--- src/rtl/gat_pkg.sv ---
// Shared definitions for the GAT BRAM load bridge.
//   gat_state_e : bridge FSM state, also reported in status[ST_W-1:0]
//   STATUS_*    : status word layout {err_mask, done_mask, state}, LSB-aligned
package gat_pkg;

   localparam int ST_W = 3;

   typedef enum logic [ST_W-1:0] {
      ST_IDLE  = 3'd0,
      ST_LOAD  = 3'd1,
      ST_START = 3'd2,
      ST_RUN   = 3'd3,
      ST_DONE  = 3'd4
   } gat_state_e;

   localparam int STATUS_STATE_LSB = 0;
   localparam int STATUS_DONE_LSB  = ST_W;

   // err_mask sits directly above the per-channel done_mask
   function automatic int status_err_lsb(input int num_ch);
      return ST_W + num_ch;
   endfunction

endpackage

--- src/rtl/gat_load_chan.sv ---
// One load channel of the GAT BRAM bridge.
// Checks the bus write (alignment, range, load window), forwards the narrowed
// word one cycle later, counts accepted words and reports done/err.
//   clk, rst_n  : clock, async active-low reset
//   clear       : synchronous clear of counter, err flag and write strobe
//   open        : bridge is in IDLE or LOAD, writes may be accepted
//   len         : expected word count for this channel
//   sw_done     : software override, forces done
//   din/ena/wea/addra : AXI-BRAM controller port (byte address)
//   accept      : combinational, this cycle's write is taken
//   wr_en/wr_addr/wr_data : registered write to the core BRAM
//   done, err   : channel complete / sticky error
module gat_load_chan #(
   parameter int TOP_WIDTH = 32,
   parameter int ADDR_W    = 18,
   parameter int CH_DATA_W = 20
) (
   input  logic                 clk,
   input  logic                 rst_n,
   input  logic                 clear,
   input  logic                 open,
   input  logic [ADDR_W-1:0]    len,
   input  logic                 sw_done,
   input  logic [TOP_WIDTH-1:0] din,
   input  logic                 ena,
   input  logic                 wea,
   input  logic [ADDR_W+1:0]    addra,
   output logic                 accept,
   output logic                 wr_en,
   output logic [ADDR_W-1:0]    wr_addr,
   output logic [CH_DATA_W-1:0] wr_data,
   output logic                 done,
   output logic                 err
);

   logic [ADDR_W-1:0] cnt;
   logic [ADDR_W-1:0] word;
   logic              wr_req;

   assign word   = addra[ADDR_W+1:2];
   assign wr_req = ena & wea;
   // clear wins over a coincident write, so the write is neither forwarded nor flagged
   assign accept = wr_req & (addra[1:0] == 2'b00) & (word < len) & open & ~clear;
   assign done   = (cnt == len) | sw_done;

   always_ff @(posedge clk or negedge rst_n) begin
      if (!rst_n) begin
         cnt     <= '0;
         err     <= 1'b0;
         wr_en   <= 1'b0;
         wr_addr <= '0;
         wr_data <= '0;
      end else if (clear) begin
         cnt   <= '0;
         err   <= 1'b0;
         wr_en <= 1'b0;
      end else begin
         wr_en <= accept;
         if (accept) begin
            wr_addr <= word;
            wr_data <= din[CH_DATA_W-1:0];
            // rewrites still count; saturate so done stays an equality test
            if (cnt != len) cnt <= cnt + ADDR_W'(1);
         end
         if (wr_req && !accept) err <= 1'b1;
      end
   end

   generate
      if (TOP_WIDTH > CH_DATA_W) begin : g_narrow
         logic unused_din_hi;
         assign unused_din_hi = ^din[TOP_WIDTH-1:CH_DATA_W];
      end
   endgenerate

endmodule

--- src/rtl/gat_bram_load_bridge.sv ---
// Multi-channel bridge between the AXI-BRAM controller ports and the GAT core.
// Loads NUM_CH channels, fires a one-cycle core_start once all are done,
// waits for a rising core_ready and then opens the feature read-back path.
//   clk, rst_n          : clock, async active-low reset
//   cfg_len             : per-channel word count, sampled while IDLE
//   cfg_clear           : return to IDLE, clear counters and flags
//   sw_load_done        : per-channel done override (level)
//   bus_din/ena/wea/addra : per-channel bus write ports (byte addressed)
//   core_wr_en/addr/data: registered per-channel core BRAM writes
//   core_start          : one-cycle start pulse
//   core_ready          : core done level
//   rd_addrb            : byte read address, core_rd_addr is its word address
//   core_rd_data        : feature BRAM data (1-cycle latency)
//   rd_dout             : registered read data, zero outside DONE
//   status              : {err_mask, done_mask, state}, zero-padded
module gat_bram_load_bridge
   import gat_pkg::*;
#(
   parameter int TOP_WIDTH = 32,
   parameter int NUM_CH    = 4,
   parameter int ADDR_W    = 18,
   parameter int CH_DATA_W = 20,
   parameter int RD_ADDR_W = 16,
   parameter int RD_DATA_W = 32
) (
   input  logic                          clk,
   input  logic                          rst_n,
   input  logic [NUM_CH*ADDR_W-1:0]      cfg_len,
   input  logic                          cfg_clear,
   input  logic [NUM_CH-1:0]             sw_load_done,
   input  logic [NUM_CH*TOP_WIDTH-1:0]   bus_din,
   input  logic [NUM_CH-1:0]             bus_ena,
   input  logic [NUM_CH-1:0]             bus_wea,
   input  logic [NUM_CH*(ADDR_W+2)-1:0]  bus_addra,
   output logic [NUM_CH-1:0]             core_wr_en,
   output logic [NUM_CH*ADDR_W-1:0]      core_wr_addr,
   output logic [NUM_CH*CH_DATA_W-1:0]   core_wr_data,
   output logic                          core_start,
   input  logic                          core_ready,
   input  logic [RD_ADDR_W+1:0]          rd_addrb,
   output logic [RD_ADDR_W-1:0]          core_rd_addr,
   input  logic [RD_DATA_W-1:0]          core_rd_data,
   output logic [RD_DATA_W-1:0]          rd_dout,
   output logic [TOP_WIDTH-1:0]          status
);

   gat_state_e                state, state_nxt;
   logic [NUM_CH*ADDR_W-1:0] len_q;
   logic [NUM_CH*ADDR_W-1:0] len_eff;
   logic [NUM_CH-1:0]        accept;
   logic [NUM_CH-1:0]        done_mask;
   logic [NUM_CH-1:0]        err_mask;
   logic                     load_open;
   logic                     ready_q;
   logic [RD_DATA_W-1:0]     rd_q;

   assign load_open = (state == ST_IDLE) || (state == ST_LOAD);
   // IDLE follows cfg_len live; from LOAD on the value latched on leaving IDLE is used
   assign len_eff   = (state == ST_IDLE) ? cfg_len : len_q;

   genvar g;
   generate
      for (g = 0; g < NUM_CH; g++) begin : g_ch
         gat_load_chan #(
            .TOP_WIDTH (TOP_WIDTH),
            .ADDR_W    (ADDR_W),
            .CH_DATA_W (CH_DATA_W)
         ) u_chan (
            .clk     (clk),
            .rst_n   (rst_n),
            .clear   (cfg_clear),
            .open    (load_open),
            .len     (len_eff[g*ADDR_W +: ADDR_W]),
            .sw_done (sw_load_done[g]),
            .din     (bus_din[g*TOP_WIDTH +: TOP_WIDTH]),
            .ena     (bus_ena[g]),
            .wea     (bus_wea[g]),
            .addra   (bus_addra[g*(ADDR_W+2) +: (ADDR_W+2)]),
            .accept  (accept[g]),
            .wr_en   (core_wr_en[g]),
            .wr_addr (core_wr_addr[g*ADDR_W +: ADDR_W]),
            .wr_data (core_wr_data[g*CH_DATA_W +: CH_DATA_W]),
            .done    (done_mask[g]),
            .err     (err_mask[g])
         );
      end
   endgenerate

   always_comb begin
      state_nxt = state;
      case (state)
         ST_IDLE:  if ((|accept) || (|sw_load_done)) state_nxt = ST_LOAD;
         ST_LOAD:  if (&done_mask) state_nxt = ST_START;
         ST_START: state_nxt = ST_RUN;
         // registered edge detect: a level already high on entry must drop first
         ST_RUN:   if (core_ready && !ready_q) state_nxt = ST_DONE;
         ST_DONE:  state_nxt = ST_DONE;
         default:  state_nxt = ST_IDLE;
      endcase
      if (cfg_clear) state_nxt = ST_IDLE;
   end

   always_ff @(posedge clk or negedge rst_n) begin
      if (!rst_n) begin
         state   <= ST_IDLE;
         len_q   <= '0;
         ready_q <= 1'b0;
         rd_q    <= '0;
      end else begin
         state   <= state_nxt;
         ready_q <= core_ready;
         rd_q    <= core_rd_data;
         if (state == ST_IDLE) len_q <= cfg_len;
      end
   end

   assign core_start   = (state == ST_START);
   assign core_rd_addr = rd_addrb[RD_ADDR_W+1:2];
   // gate at the output so stale data never leaks after a clear
   assign rd_dout      = (state == ST_DONE) ? rd_q : '0;
   assign status       = TOP_WIDTH'({err_mask, done_mask, state});

   logic unused_rd_lsb;
   assign unused_rd_lsb = ^rd_addrb[1:0];

endmodule

--- config.mk ---
export PLATFORM = sky130hd
export DESIGN_NAME = gat_bram_load_bridge
export DESIGN_NICKNAME = d
export VERILOG_FILES = /design/src/rtl/gat_pkg.sv /design/src/rtl/gat_load_chan.sv /design/src/rtl/gat_bram_load_bridge.sv
export SDC_FILE = /design/constraint.sdc
export NUM_CORES = 1
export LEC_CHECK = 0
export ABC_CLOCK_PERIOD_IN_PS = 6000
export BUFFER_PORTS_ARGS = -buffer_cell sky130_fd_sc_hd__buf_4
export CORE_MARGIN = 5
export CORE_UTILIZATION = 30
export CTS_CLUSTER_SIZE = 40
export DETAILED_ROUTE_END_ITERATION = 6
export GPL_TIMING_DRIVEN = 0
export PLACE_DENSITY_LB_ADDON = 0.12
export SYNTH_ARGS = -nofsm -noshare
export SYNTH_HDL_FRONTEND = slang
export SYNTH_SLANG_ARGS = --single-unit
--- constraint.sdc ---
create_clock -name clk -period 6 [get_ports clk]
set_clock_uncertainty 0.2 [all_clocks]
set_input_delay 1.2 -clock clk [delete_from_list [all_inputs] [get_ports clk]]
set_output_delay 1.2 -clock clk [all_outputs]
set_load 0.05 [all_outputs]
==> After elaboration in Yosys (flattened, before gate mapping) <==
Cells that the tools add are included.
{ "totals": {"wordCells": 144, "reg_bits": 340, "output_inout_bits": 237} }
{ "classes": {"addsub": 4, "eq_ne": 15, "magnitude_cmp": 4, "bitwise": 25, "n_mux": 31, "n_reduce_logical": 41} }
{ "op_table": {"columns": ["cell", "n"], "rows": [
  ["18-bit two-way mux", 12],
  ["18-bit by 1-bit adder with 18-bit output (second input constant)", 4],
  ["18-bit == test", 4],
  ["18-bit less-than comparator", 4],
  ["72-bit two-way mux", 1],
  ["18-bit inequality test", 4],
  ["32-bit two-way mux", 1],
  ["2-bit nonzero test", 12],
  ["1-bit AND", 20],
  ["2-bit AND reduction", 8],
  ["3-bit case mux with 5 select lines", 1],
  ["1-bit two-way mux", 12],
  ["3-bit two-way mux", 4],
  ["2-bit zero test", 4],
  ["4-bit OR reduction", 2],
  ["3-bit by 2-bit == test with 1-bit output (second input constant)", 2],
  ["3-bit by 2-bit inequality test with 1-bit output (second input constant)", 2],
  ["1-bit logical AND", 5],
  ["1-bit zero test", 5],
  ["1-bit bitwise OR", 4],
  ["4-bit AND reduction", 1],
  ["3-bit by 1-bit == test with 1-bit output (second input constant)", 1],
  ["3-bit == test (second input constant)", 1],
  ["3-bit zero test", 1],
  ["4 further kinds", 5]
]} }

==> Logic depth before layout (Yosys ltp) <==
Gate-level depths: netlist (run 1).
{ "depth": {"word_depth": 11, "ltp_mapped": 21, "depth_no_buf": 13} }

==> By module <==
From an unflattened synthesis (run 1), not the netlist that was laid out.
{ "hier_totals": {"hier_cells": 1398, "hier_area_um2": 16930.0} }
{ "modules_own_cells": {"columns": ["module", "n_inst", "cells_each", "area_each_um2"], "rows": [
  ["gat_load_chan", 4, 280, 3183.1],
  ["gat_bram_load_bridge", 1, 278, 4197.8]
]} }

==> Least setup slack after synthesis (run 1) <==
OpenSTA, ideal clock, no wires.
{ "synth_timing": {"path_kind": "flip-flop to flip-flop", "from": "register state[0]", "to": "register g_ch[3].u_chan.wr_data[10]", "slack_ps": 1175, "required_ps": 5675, "stages_incl_launch_ff": 19, "arrival_time_ps": 4500, "path_buffers": 8, "synth_period_minus_slack_ps": 4825, "cell_sequence": "dfrtp_1 > buf_6 > nor3_2 > buf_4 > buf_4 > buf_2 > buf_2 > buf_1 > mux2i_1 > ha_1 > a21o_1 > a31o_2 > a31o_2 > a31oi_4 > inv_1 > nor2_1 > buf_2 > buf_2 > mux2_2"} }
{ "synth_between": {"elab_chain_len": 7, "word_cells_on_any_way": 9, "cone_classes": "1 x order compare; 1 x eq/ne; 1 x mux; 3 x bitwise; 3 x reduce/logical"} }
{ "synth_rtl": {"columns": ["element", "line", "text"], "rows": [
  ["from (decl)", "gat_bram_load_bridge.sv:47", "gat_state_e state, state_nxt;"],
  ["from (signal assigned)", "gat_bram_load_bridge.sv:110", "state <= state_nxt;"],
  ["3-bit zero test", "gat_bram_load_bridge.sv:57, gat_bram_load_bridge.sv:59", null],
  ["72-bit two-way mux", null, null],
  ["18-bit less-than comparator", "gat_load_chan.sv:43", "assign accept = wr_req & (addra[1:0] == 2'b00) & (word < len) & open & ~clear;"],
  ["1-bit AND", "gat_load_chan.sv:43", null],
  ["1-bit AND (*) (2 in series)", "gat_load_chan.sv:43", null],
  ["2-bit AND reduction (no line) (*)", null, null],
  ["to (signal assigned)", "gat_load_chan.sv:61", "wr_data <= din[CH_DATA_W-1:0];"],
  ["to (decl)", "gat_load_chan.sv:31", "output logic [CH_DATA_W-1:0] wr_data,"]
]} }
Mark *: on every way between the ends. The rest lies on a longest branch, timed or not.
A chain may end at the register's enable or synchronous reset.

==> Worst setup path after layout (run 1) <==
{ "layout_timing": {"from": "register state[1]", "to": "output port status[4]"} }
{ "layout_between": {"elab_chain_len": 4} }
{ "layout_rtl": {"columns": ["element", "line", "text"], "rows": [
  ["3-bit zero test", "gat_bram_load_bridge.sv:59", "assign len_eff = (state == ST_IDLE) ? cfg_len : len_q;"],
  ["72-bit two-way mux", null, null],
  ["18-bit == test", "gat_load_chan.sv:44", "assign done = (cnt == len) | sw_done;"],
  ["1-bit bitwise OR", "gat_load_chan.sv:44", null],
  ["to (decl)", "gat_bram_load_bridge.sv:44", "output logic [TOP_WIDTH-1:0] status"]
]} }
No other way between the ends.

==> flow_metrics.env, run 1 <==
export IMPL_status="complete, no violations"
export IMPL_row_count=88
export IMPL_synthAdderAreaFrac_pct=4.66
export IMPL_critPathArrivalTime_ns=4.34
export IMPL_initial_core_util_pct=30.2
export IMPL_cts_buffers=44
export IMPL_cts_clk_slew_worst_paths_ns=0.05
export IMPL_synthSimpleGateAreaFrac_pct=13.5
export IMPL_clk_path_buf_depth=3
export IMPL_grt_pass1_wl_um=91800
export IMPL_period_needed_ns=5.74
export IMPL_post_drt_wl_per_cell_um=20.2
export IMPL_synth_seq_cells=340
export IMPL_die_y_um=251
export IMPL_first_pass_iters=5
export IMPL_drt_iter0_drc=719
export IMPL_globalRouteOverflowTotal=0
export IMPL_ir_drop_mv=0.265
export IMPL_dieArea_um2=62900
export IMPL_synth_edf_count=0
export IMPL_synth_compound_area_share_pct=9.36
export IMPL_drv_cap=0
export IMPL_min_path_type="reg2reg"
export IMPL_leakage_nw=11.6
export IMPL_synth_xor_area_share_pct=2.97
export IMPL_post_dp_cell_area_um2=22200
export IMPL_vias=14057
export IMPL_pre_cts_ws_ns=-0.651
export IMPL_syn_avg_cell_area_um2=10.9
export IMPL_routabilityCongestion=0.835
export IMPL_io_buffers=495
export IMPL_total_power_mw=9.42
export IMPL_setup_viol=0
export IMPL_clkSinkCount=340
export IMPL_rsz0062_at_grt="no"
export IMPL_ys_seq_area_share_pct=48.9
export IMPL_cp_start_kind="flip-flop"
export IMPL_io_pins=583
export IMPL_root_buffer="clkbuf_16"
export IMPL_nNetsFinal=2574
export IMPL_grt_max_degree=94
export IMPL_setup_ws_ns=0.264
export IMPL_finalHoldViolCount=0
export IMPL_async_flop_share_pct=100
export IMPL_clock_latency_ns=0.56
export IMPL_crit_fanout=10
export IMPL_pwr_density_cell_nw_per_um2=398
export IMPL_final_cell_mix="buf_4, dfrtp_1, mux2_2"
export IMPL_synth_cell_type_count=73
export IMPL_synth_flop_cell="dfrtp_1"
export IMPL_drive_above_1_share_pct=37.9
export IMPL_synth_top_family_by_area="multiplexers"
export IMPL_fmax_mhz=174
export IMPL_grtUsageTotal_pct=18.6
export IMPL_drt_total_wl_um=59800
export IMPL_die_w_um=251
export IMPL_hold_slack_ns=0.300
export IMPL_cts_hold_buf=0
export IMPL_core_um2=57600
export IMPL_cts_tree="yes"
export IMPL_via_per_inst=4.74
export IMPL_fin_area_um2=23700
export IMPL_ant_nets=0
export IMPL_final_common_cell="buf_4"
export IMPL_maxSlewViolCount=0
export IMPL_utilization_pct=41.1
export IMPL_htree_levels=2
export IMPL_syn_inst=1601
export IMPL_place_hpwl_um=46900
export IMPL_relSlewSlack_pct=28.3
export IMPL_grt_pass1_vias=15233
export IMPL_route_detailed_drc=0
export IMPL_muxShareOfSynthArea_pct=13.9
export IMPL_antenna_found_initial=6
export IMPL_worst_pin_slew_ns=1.07
export IMPL_synth_area_um2=17400
export IMPL_period_share_pct=95.6
export IMPL_critPathKind="reg2out"
export IMPL_ys_warn_count=0
export IMPL_required_ns=4.60
export IMPL_crit_path_end_kind="output pin"
export IMPL_synthToLayoutAreaGrowth_pct=36.2
-- kinds of logic after synthesis --
group,Yosys count
flip-flops,340
AO/OA/AOI/OAI,247
adder cells (fa/ha/maj),65
other,1
XOR/XNOR,59
buffers and inverters,245
multiplexers,220
AND/OR/NAND/NOR,424
-- repair_timing --
item	4_1_cts	5_1_grt
setup buffers	0	0
resized for setup	8	4
endpoints found under the setup margin	110	14
pin swaps	0	0
-- per-stage QoR --
step	TNS (ns)	std cells
6_report	0	2964
3_5_place_dp	-26.02	2884
3_3_place_gp	-22.79	2881
2_1_floorplan	0	1621
4_1_cts	0	2963
5_1_grt	0	2962
-- worst max-delay path, stage by stage, from the launching register on --
cell	delay, ns
dfrtp_1	0.49
nor3_2	0.21
buf_4	0.28
buf_4	0.31
buf_6	0.26
mux2i_1	0.50
xnor2_1	0.18
o2111ai_1	0.18
nor4_4	0.84
nor2_1	0.12
inv_1	0.10
buf_4	0.10
buf_4	0.18
-- routing by layer --
layer  wire length, um  vias to the layer above  track usage [%]
met5                42                        -                0
met4              1170                        8             4.40
met3              4010                       77             5.14
met2             29300                      361             31.7
met1             25300                     6878             23.5
li1                  -                     6733                -
-- Yosys cell counts, drive strengths merged, types with 7 or more instances --
cell	n	area [um2]
clkbuf	36	136
nor2	78	293
nand2	77	289
nor3	15	80.1
o22ai	20	125
and2	50	313
or4b	10	108
and3	21	131
or3	20	125
nor2b	19	119
dfrtp	340	8510
ha	64	801
xnor2	35	307
nand2b	15	93.8
o21ai	39	195
buf	83	559
inv	126	473
a21oi	79	395
a21o	14	105
xor2	24	210
o31ai	27	203
nand4	34	213
o2111ai	7	61.3
nand3	25	125
a31oi	10	77.6
or4	16	120
mux2i	48	480
mux2	172	1940
nor4	26	178
-- cell type report --
type | count | area [um2]
fill | 5677 | 33900
sequential | 340 | 8510
multi-input combinational | 1036 | 7800
timing repair buffer | 498 | 3810
clock buffer | 70 | 1320
tap | 765 | 957
buffer | 118 | 699
inverter | 126 | 473
clock inverter | 9 | 130
antenna | 2 | 5.00
-- path summary, 6_finish.rpt --
kind,depth (start not counted),start,slack [ns],end
hold reg to reg,2,g_ch[2].u_chan.err$_DFFE_PN0P_,0.30,g_ch[2].u_chan.err$_DFFE_PN0P_
setup reg to reg,18,state[2]$_DFFE_PN0P_,0.57,g_ch[3].u_chan.wr_data[15]$_DFFE_PN0P_
max in group asynchronous,3,rst_n,3.84,g_ch[2].u_chan.wr_addr[6]$_DFFE_PN0P_
min in group asynchronous,1,rst_n,0.39,g_ch[3].u_chan.wr_data[2]$_DFFE_PN0P_
hold / removal,2,g_ch[2].u_chan.err$_DFFE_PN0P_,0.30,g_ch[2].u_chan.err$_DFFE_PN0P_
setup / recovery,12,state[1]$_DFFE_PN0P_,0.26,status[4]
-- sequential cells by signal, summed over array words and instances (netlist names) --
register and flops:
len_q 72, g_ch.u_chan.wr_en 4, rd_q 32, ready_q 1, state 3, g_ch.u_chan.err 4, g_ch.u_chan.cnt 72, g_ch.u_chan.wr_data 80
g_ch.u_chan.wr_addr 72
-- power by group --
| group | leakage [nW] | switching, mW | total (mW) | internal [mW] |
|---|---|---|---|---|
| registers | 4.32 | 0.268 | 3.08 | 2.81 |
| clock network | 0.708 | 1.03 | 2.66 | 1.63 |
| logic | 6.52 | 2.41 | 3.68 | 1.27 |
No activity file was read; power rests on OpenSTA's default activity.
==> inputs of run 2 (changes only) <==
--- a/config.mk
+++ b/config.mk
@@ -7,6 +7,7 @@
 export LEC_CHECK = 0
 export ABC_CLOCK_PERIOD_IN_PS = 6000
 export BUFFER_PORTS_ARGS = -buffer_cell sky130_fd_sc_hd__buf_4
+export CORE_ASPECT_RATIO = 0.75
 export CORE_MARGIN = 5
 export CORE_UTILIZATION = 30
 export CTS_CLUSTER_SIZE = 40
==> flow_metrics.env, run 2 (same netlist as run 1, synthesis figures left out) <==
export IMPL_initial_core_util_pct=30.3
export IMPL_n_antenna_cell=0
export IMPL_setup_tns_ns=0
export IMPL_via_per_inst=4.78
export IMPL_post_dp_cell_area_um2=22300
export IMPL_crit_fanout=10
export IMPL_leakage_nw=11.6
export IMPL_period_needed_ns=5.55
export IMPL_row_count=76
export IMPL_clkSinkCount=340
export IMPL_final_cell_mix="buf_4, dfrtp_1, mux2_2"
export IMPL_io_buffers=495
export IMPL_drt_total_wl_um=60200
export IMPL_cts_clk_slew_worst_paths_ns=0.06
export IMPL_fin_area_um2=23700
export IMPL_finalHoldViolCount=0
export IMPL_grtUsageTotal_pct=18.4
export IMPL_pwr_density_cell_nw_per_um2=396
export IMPL_nNetsFinal=2577
export IMPL_maxSlewViolCount=0
export IMPL_required_ns=6.27
export IMPL_clk_path_buf_depth=3
export IMPL_grt_pass1_vias=14556
export IMPL_die_w_um=288
export IMPL_htree_levels=2
export IMPL_clock_latency_ns=0.56
export IMPL_dieArea_um2=62900
export IMPL_hold_slack_ns=0.301
export IMPL_dp_cells=2899
export IMPL_relSlewSlack_pct=24.1
export IMPL_instances_no_fill=2977
export IMPL_crit_path_end_kind="flip-flop"
export IMPL_place_hpwl_um=46900
export IMPL_worst_pin_slew_ns=1.13
export IMPL_first_pass_iters=5
export IMPL_setup_viol=0
export IMPL_post_drt_wl_per_cell_um=20.2
export IMPL_fmax_mhz=180
export IMPL_status="complete, no violations"
export IMPL_core_um2=57400
export IMPL_cts_buffers=41
export IMPL_grt_pass1_wl_um=89500
export IMPL_cp_start_kind="flip-flop"
export IMPL_synthToLayoutAreaGrowth_pct=36.5
export IMPL_registers_top_by_ff_count="g_ch.u_chan.wr_data"
export IMPL_cts_hold_buf=0
export IMPL_total_power_mw=9.40
export IMPL_drv_cap=0
export IMPL_period_share_pct=92.5
export IMPL_root_buffer="clkbuf_16"
export IMPL_antenna_found_initial=5
export IMPL_critPathArrivalTime_ns=5.82
export IMPL_routabilityCongestion=0.871
export IMPL_ant_nets=0
export IMPL_final_common_cell="buf_4"
export IMPL_drt_iter0_drc=750
export IMPL_rsz0062_at_grt="no"
export IMPL_drive_above_1_share_pct=38.3
export IMPL_vias=14217
export IMPL_largest_register_ffs=80
export IMPL_min_path_type="reg2reg"
export IMPL_die_y_um=219
export IMPL_grt_max_degree=109
export IMPL_nFillCells=5602
export IMPL_ir_drop_mv=0.248
export IMPL_critPathKind="reg2reg"
export IMPL_route_detailed_drc=0
export IMPL_cts_tree="yes"
export IMPL_globalRouteOverflowTotal=0
export IMPL_io_pins=583
-- run 2: changes by cell type in the layout (fill, tap and decap cells not counted), sizes merged --
cell	before	now
clkbuf	106	99
clkinv	3	5
buf	580	585
diode	2	0
-- run 2: what timing repair did --
action	in CTS	in global routing
pin swaps	0	2
endpoints found under the hold margin	0	0
setup buffers	0	5
setup endpoints to repair	62	65
cloned	0	0
resized for setup	6	5
-- run 2: worst paths after layout --
kind                                                          end  slack [ns]                      startpoint  cells past startpoint
setup / recovery                g_ch[0].u_chan.cnt[6]$_DFFE_PN0P_        0.45            state[1]$_DFFE_PN0P_                     18
hold / removal                     g_ch[0].u_chan.err$_DFFE_PN0P_        0.30  g_ch[0].u_chan.err$_DFFE_PN0P_                      2
setup reg to reg                g_ch[0].u_chan.cnt[6]$_DFFE_PN0P_        0.45            state[1]$_DFFE_PN0P_                     18
hold reg to reg                    g_ch[0].u_chan.err$_DFFE_PN0P_        0.30  g_ch[0].u_chan.err$_DFFE_PN0P_                      2
max in group asynchronous  g_ch[1].u_chan.wr_data[10]$_DFFE_PN0P_        3.49                           rst_n                      4
min in group asynchronous   g_ch[0].u_chan.wr_data[4]$_DFFE_PN0P_        0.35                           rst_n                      1
-- run 2: power by group --
| part | internal [mW] | switching (mW) | total, mW |
|---|---|---|---|
| sequential | 2.81 | 0.268 | 3.08 |
| clock | 1.61 | 1.02 | 2.63 |
| combinational | 1.27 | 2.42 | 3.69 |
-- run 2: stage by stage --
| step | utilization (%) | setup WS, ns |
|---|---|---|
| 2_1_floorplan | - | 1.17 |
| 3_3_place_gp | 38.6 | -0.347 |
| 3_5_place_dp | 38.7 | -0.342 |
| 4_1_cts | 41.3 | 0.0187 |
| 5_1_grt | 41.3 | 0.0154 |
| 6_report | 41.3 | 0.449 |
-- run 2: final cells by class --
cell class / count / area (um2) / area share (%)
Clock buffer: 62 / 1290 / 5.42
Sequential cell: 340 / 8510 / 35.8
Multi-Input combinational cell: 1036 / 7810 / 32.9
Timing Repair Buffer: 503 / 3840 / 16.2
Inverter: 126 / 473 / 1.99
Clock inverter: 11 / 140 / 0.590
Tap cell: 780 / 976 / 4.11
Buffer: 119 / 702 / 2.96
-- run 2: worst max-delay path, cell delays in order, from the launching register on --
cell and delay [ns]:
dfrtp_1 0.50, nor3_2 0.21, buf_4 0.30, buf_4 0.30, buf_2 0.35, buf_2 0.30, buf_2 0.39, nand2_1 0.09
nand2_1 0.08, inv_1 0.05, ha_1 0.30, a21boi_0 0.19, a31oi_1 0.09, o21ai_0 0.50, a21o_1 0.32, clkbuf_1 0.44
clkbuf_1 0.52, o31ai_1 0.15, a21oi_1 0.15
-- run 2: layer usage --
layer	global-route usage [%]	wire length [um]
met3	5.02	4580
met2	28.9	27900
met4	3.68	959
met1	25.5	26800
met5	0	48
